--- config.mk ---
export PLATFORM = sky130hd
export DESIGN_NAME = io_flag_ctrl
export DESIGN_NICKNAME = d
export VERILOG_FILES = /design/src/rtl/io_flag_ctrl.sv
export SDC_FILE = /design/constraint.sdc
export NUM_CORES = 1
export LEC_CHECK = 0
export ABC_AREA = 1
export BUFFER_PORTS_ARGS = -buffer_cell sky130_fd_sc_hd__buf_2
export CORE_ASPECT_RATIO = 0.8
export CORE_MARGIN = 4
export CORE_UTILIZATION = 49
export CTS_BUF_LIST = sky130_fd_sc_hd__clkbuf_8
export DETAILED_ROUTE_END_ITERATION = 10
export PLACE_DENSITY = 0.92
export SLEW_MARGIN = 20
export SYNTH_ARGS = -nofsm -noshare
export SYNTH_HDL_FRONTEND = slang
export SYNTH_SLANG_ARGS = --single-unit
--- constraint.sdc ---
create_clock -name clk -period 1.3 [get_ports clk]
set_input_delay 0.065 -clock clk [delete_from_list [all_inputs] [get_ports clk]]
set_output_delay 0.065 -clock clk [all_outputs]
set_load 0.005 [all_outputs]
--- src/rtl/io_flag_ctrl.sv ---
// I/O flag controller: parallel and serial ports, skip logic and the interrupt request.
// Optional macro IO_IMSK_EN adds a writable interrupt mask loaded by IMK.
module io_flag_ctrl (
    input  logic        clk,
    input  logic        rst,
    input  logic        io_exec,
    input  logic [11:0] ir_io,
    input  logic [7:0]  ac_in,
    input  logic        intr_ack,
    output logic [7:0]  inpr_out,
    output logic        skip,
    output logic        ien,
    output logic        intr_req,
    input  logic        fgi_bsy,
    input  logic [7:0]  inpr_in,
    output logic        fgi,
    input  logic        fgo_bsy,
    output logic        fgo,
    output logic [7:0]  outr,
    input  logic [7:0]  rx_byte,
    input  logic        rx_rdy,
    input  logic        tx_rdy,
    output logic [7:0]  tx_byte,
    output logic        tx_start,
    output logic        overrun
);

    logic       op_inp, op_out, op_ski, op_sko, op_ion, op_iof, op_sio, op_pio;
    logic       iosel_reg, sfgi_reg, sfgo_reg, rx_rdy_q, tx_rdy_q;
    logic [7:0] srx_q;
    logic [3:0] imsk;
    logic       rx_rise, tx_rise, in_flag, out_flag;

    // Only an exact one-hot code is an instruction; anything else falls through as a no-op.
    assign op_inp = io_exec && (ir_io == 12'h800);
    assign op_out = io_exec && (ir_io == 12'h400);
    assign op_ski = io_exec && (ir_io == 12'h200);
    assign op_sko = io_exec && (ir_io == 12'h100);
    assign op_ion = io_exec && (ir_io == 12'h080);
    assign op_iof = io_exec && (ir_io == 12'h040);
    assign op_sio = io_exec && (ir_io == 12'h020);
    assign op_pio = io_exec && (ir_io == 12'h010);

`ifdef IO_IMSK_EN
    logic       op_imk;
    logic [3:0] imsk_reg;

    assign op_imk = io_exec && (ir_io == 12'h008);

    always_ff @(posedge clk) begin
        if (rst)
            imsk_reg <= 4'b1111;
        else if (op_imk)
            imsk_reg <= ac_in[3:0];
    end

    assign imsk = imsk_reg;
`else
    assign imsk = 4'b1111;
`endif

    assign rx_rise  = rx_rdy & ~rx_rdy_q;
    assign tx_rise  = tx_rdy & ~tx_rdy_q;
    assign in_flag  = iosel_reg ? sfgi_reg : fgi;
    assign out_flag = iosel_reg ? sfgo_reg : fgo;
    assign inpr_out = iosel_reg ? srx_q : inpr_in;
    assign skip     = (op_ski & in_flag) | (op_sko & out_flag);

    always_ff @(posedge clk) begin
        if (rst) begin
            iosel_reg <= 1'b0;
            fgi       <= 1'b0;
            fgo       <= 1'b1;
            sfgi_reg  <= 1'b0;
            sfgo_reg  <= 1'b1;
            ien       <= 1'b0;
            outr      <= 8'h00;
            tx_byte   <= 8'h00;
            tx_start  <= 1'b0;
            srx_q     <= 8'h00;
            rx_rdy_q  <= 1'b0;
            tx_rdy_q  <= 1'b1;
            overrun   <= 1'b0;
            intr_req  <= 1'b0;
        end else begin
            rx_rdy_q <= rx_rdy;
            tx_rdy_q <= tx_rdy;
            tx_start <= 1'b0;

            if (op_sio)
                iosel_reg <= 1'b1;
            else if (op_pio)
                iosel_reg <= 1'b0;

            // Parallel input: an INP clear beats a same-cycle device delivery.
            if (op_inp && !iosel_reg)
                fgi <= 1'b0;
            else if (!fgi_bsy && !fgi)
                fgi <= 1'b1;

            if (op_out && !iosel_reg)
                outr <= ac_in;
            if (op_out && !iosel_reg && fgo)
                fgo <= 1'b0;
            else if (!fgo_bsy && !fgo)
                fgo <= 1'b1;

            // Serial input: a new byte always lands; a same-cycle INP loses to it.
            if (rx_rise) begin
                srx_q    <= rx_byte;
                sfgi_reg <= 1'b1;
                if (sfgi_reg)
                    overrun <= 1'b1;
            end else if (op_inp && iosel_reg) begin
                sfgi_reg <= 1'b0;
            end

            if (op_out && iosel_reg && sfgo_reg) begin
                tx_byte  <= ac_in;
                tx_start <= 1'b1;
                sfgo_reg <= 1'b0;
            end else if (tx_rise) begin
                sfgo_reg <= 1'b1;
            end

            if (intr_ack || op_iof)
                ien <= 1'b0;
            else if (op_ion)
                ien <= 1'b1;

            intr_req <= ien & |(imsk & {sfgo_reg, sfgi_reg, fgo, fgi});
        end
    end

endmodule

==> impl_metrics.tcl <==
set metrics [dict create \
    run_status "complete, no violations" \
    seqPwrFrac_pct 51.3 \
    cp_data_required_time_ns 1.24 \
    core.rowCount 19 \
    syn_avg_cell_area_um2 6.35 \
    area_delta_synth_final_pct 33.4 \
    gp_routability_congestion 0.886 \
    synth_top_cell_area_share_pct 40.4 \
    yosys-mux-area-fraction_pct 0 \
    first_iter_violations 144 \
    p_per_area_mw_per_mm2 940 \
    fin_worst_hold_slack_ns 0.00767 \
    final.setup.tns_ns 0 \
    tritoncts "yes" \
    vias_per_cell 4.75 \
    max_slew_margin_pct 77.5 \
    post-route-worst-setup-slack_ns 0.0739 \
    power.switching_mw 0.493 \
    combinational_family_with_the_most_area_after_synthesis "simple AND/OR/NAND/NOR gates" \
    grt.total_usage_pct 19.8 \
    worst_setup_path_end_kind "output port" \
    worstPathMaxFanout 3 \
    worstSetupPathDepth 5 \
    synth_cell_types 20 \
    rsz0062_at_grt "false" \
    syn-cell-area_mm2 0.00173 \
    clockPowerShare_pct 38.2 \
    post_synth_main_area_contributors "sky130_fd_sc_hd__dfxtp_1 40%, sky130_fd_sc_hd__nand2_1 15%, sky130_fd_sc_hd__inv_1 12%, sky130_fd_sc_hd__nor2_1 10%, sky130_fd_sc_hd__nand4_1 6.1%" \
    grt_max_degree 22 \
    clk_pin_slew_worst_setup_hold_paths_ns 0.06 \
    num-nets-final 400 \
    routedWlPerCell_um 11.1 \
    worst_r2r_endpoint "tx_byte[3]" \
    compound_gate_fraction_of_synth_area_pct 5.27 \
    initial_antenna_violation_count 0 \
    max_slew.worst_pin.slew_ns 0.335 \
    timing.hold.worst_endpoint "srx_q[2]" \
    max_cap_viol_count 0 \
    critPathTopFamily "flip-flops" \
    synth-simple-area-share_pct 39.1 \
    synthXorXnorAreaFrac_pct 0 \
    rr_startpoint "iosel_reg" \
    vdd_drop_max_v 0.000584 \
    floorplan.die.height_um 61.2 \
    fmax_mhz 816 \
    netSwitchingFraction_pct 22.6 \
    clock_skew_ns 0.00766 \
    clockBufferDepth 2 \
    antenna-diode-count 0 \
    post_synthesis_cell_count 273 \
    initial_utilization_pct 50.7 \
    dpl_worst_slack_ns 0.0627 \
    r2r.worst_path.cells 6 \
    synthAdderAreaFrac_pct 0 \
    timing.critical_path.cells "nand2_1 -> nand2_1 -> nand3_1 -> a21oi_1 -> buf_2" \
    insertion_delay_ns 0.28 \
    first_global_vias 1741 \
    pleak_nw 1.25 \
    yosysWarnings 0 \
    startpoint_type "flop" \
    synth.yosys.seq_area_share_pct 40.4 \
    critical_path_arrival_ns 1.16 \
    timing_max_transition_violations_final 0 \
    design.die.area_mm2 0.00456 \
    seq_cells_post_synth 35 \
    grt_pass1_wl_um 7080 \
    setup_violations 0 \
    port_buffers 74 \
    vias 1896 \
    wirelength_um 4440 \
    path_common_cell "sky130_fd_sc_hd__nand2_1" \
    cts-buffers-inserted 5 \
    pwr-share-comb_pct 10.5 \
    floorplan.core_area_mm2 0.00342 \
    r2r_setup_slack_ns 0.19 \
    mappedNetlistNets 317 \
    setup.worst_path.class "reg2out" \
    top_level_ports 75 \
    clock_root_buffer "sky130_fd_sc_hd__clkbuf_8" \
    total_grt_overflow 0 \
    postRouteAntennaNets 0 \
    die_w_um 74.5 \
    power.internal_mw 1.68 \
    cpMaxStageDelayCell "sky130_fd_sc_hd__dfxtp_1" \
    worst_path_largest_cell_delay_ns 0.35 \
    yosys.area.top_type "sky130_fd_sc_hd__dfxtp_1" \
    reg.largest.list "outr x8, srx_q x8, tx_byte x8" \
    worstHoldPathCells 3 \
    post-dp-hpwl_um 3390 \
    period_share_pct 94.3 \
    clock_tree.htree_level_count 2 \
    drtPass1Iterations 4 \
    hold_path_class "in2reg" \
    crit_buf_inv 1 \
    cts.sinks 35 \
    minimum_clock_period_after_layout_ns 1.23 \
    timing.final.hold_violations 0 \
    drive_above_1_share_pct 28.6 \
    drcViolationCount 0 \
    hold_path.startpoint "rx_byte[2]" \
]
==> cell usage after synthesis <==
library cell	number
sky130_fd_sc_hd__nand4_1	17
sky130_fd_sc_hd__buf_2	4
sky130_fd_sc_hd__nand3_4	1
sky130_fd_sc_hd__a21oi_1	5
sky130_fd_sc_hd__buf_6	1
sky130_fd_sc_hd__nor2_2	4
sky130_fd_sc_hd__inv_1	55
sky130_fd_sc_hd__o2111ai_1	1
sky130_fd_sc_hd__nor4_1	1
sky130_fd_sc_hd__nand3_2	2
sky130_fd_sc_hd__dfxtp_1	35
sky130_fd_sc_hd__nand2_1	71
sky130_fd_sc_hd__nor3_1	2
sky130_fd_sc_hd__clkbuf_1	4
sky130_fd_sc_hd__clkinv_1	3
sky130_fd_sc_hd__nand3_1	7
sky130_fd_sc_hd__o21ai_0	10
sky130_fd_sc_hd__a21o_1	1
sky130_fd_sc_hd__nor2_1	48
sky130_fd_sc_hd__nor2_4	1
==> kinds of logic after synthesis <==
family,after synthesis
buffers and inverters,67
AOI/OAI and AO/OA,17
and+or+nand+nor,154
DFF,35
==> routing by layer <==
| metal | up-vias | share of wire, % | GRT usage (%) |
|---|---|---|---|
| met4 | 0 | 1.1 | 4.82 |
| met3 | 7 | 7.0 | 4.57 |
| met2 | 79 | 50 | 38.2 |
| met5 | - | 0 | 0 |
| met1 | 820 | 42 | 22.3 |
| li1 | 990 | - | - |
==> placed cells by master, fill, tap and decap left out, drive strengths merged <==
| cell type | n |
|---|---|
| buf | 84 |
| nand2 | 71 |
| inv | 56 |
| nor2 | 53 |
| dfxtp | 35 |
| nand4 | 17 |
| o21ai | 10 |
| nand3 | 10 |
| clkbuf | 7 |
| a21oi | 5 |
| clkinv | 2 |
| nor3 | 2 |
| o2111ai | 1 |
| clkinvlp | 1 |
| nor4 | 1 |
| a21o | 1 |
| dlygate4sd3 | 1 |
==> power by group through the flow <==
stage	Sequential, mW	Combinational (mW)	Clock [mW]
floorplan	1.14	0.109	0
global placement	1.14	0.219	0
detailed placement	1.14	0.224	0
CTS	1.12	0.228	0.844
global route	1.12	0.258	0.884
finish	1.12	0.228	0.832
==> worst max-delay path by stage <==
| stage | from | endpoint | slack, ns |
|---|---|---|---|
| after floorplan | rx_rdy_q | srx_q[0] | 0.17 |
| after global placement | ir_io[4] | fgo | 0.14 |
| after detailed placement | ir_io[4] | outr[1] | 0.06 |
| after CTS | iosel_reg | skip | 0.06 |
| after global routing | sfgo_reg | skip | 0.01 |
| final | sfgo_reg | skip | 0.07 |
==> tightest hold or removal path, stage by stage <==
cell and delay, ns:
sky130_fd_sc_hd__buf_2 0.08, sky130_fd_sc_hd__nor2_1 0.03, sky130_fd_sc_hd__nor2_1 0.08
==> layout make-up <==
| class | count | area, µm² |
|---|---|---|
| sequential | 35 | 702 |
| fill | 311 | 1110 |
| clock buffer | 7 | 96.3 |
| multi-input combinational | 171 | 769 |
| clock inverter | 1 | 3.75 |
| tap | 42 | 52.6 |
| inverter | 58 | 221 |
| timing repair buffer | 85 | 468 |
==> through the flow <==
step	total power, mW	utilization (%)	instances	cell area [µm²]
2_1_floorplan	1.25	-	273	1730
3_3_place_gp	1.36	64.0	389	2190
3_5_place_dp	1.36	64.0	389	2190
4_1_cts	2.19	67.2	398	2300
5_1_grt	2.26	67.6	399	2310
6_report	2.18	67.6	399	2310
==> repair_timing <==
| item | 4_1_cts | 5_1_grt |
|---|---|---|
| hold endpoints to repair | 1 | 0 |
| hold buffers | 1 | 0 |
| endpoints found under the setup margin | 1 | 4 |
| buffers inserted | 0 | 1 |
| gates resized for setup | 1 | 2 |
Note: power is estimated with default switching activity, not from simulation.
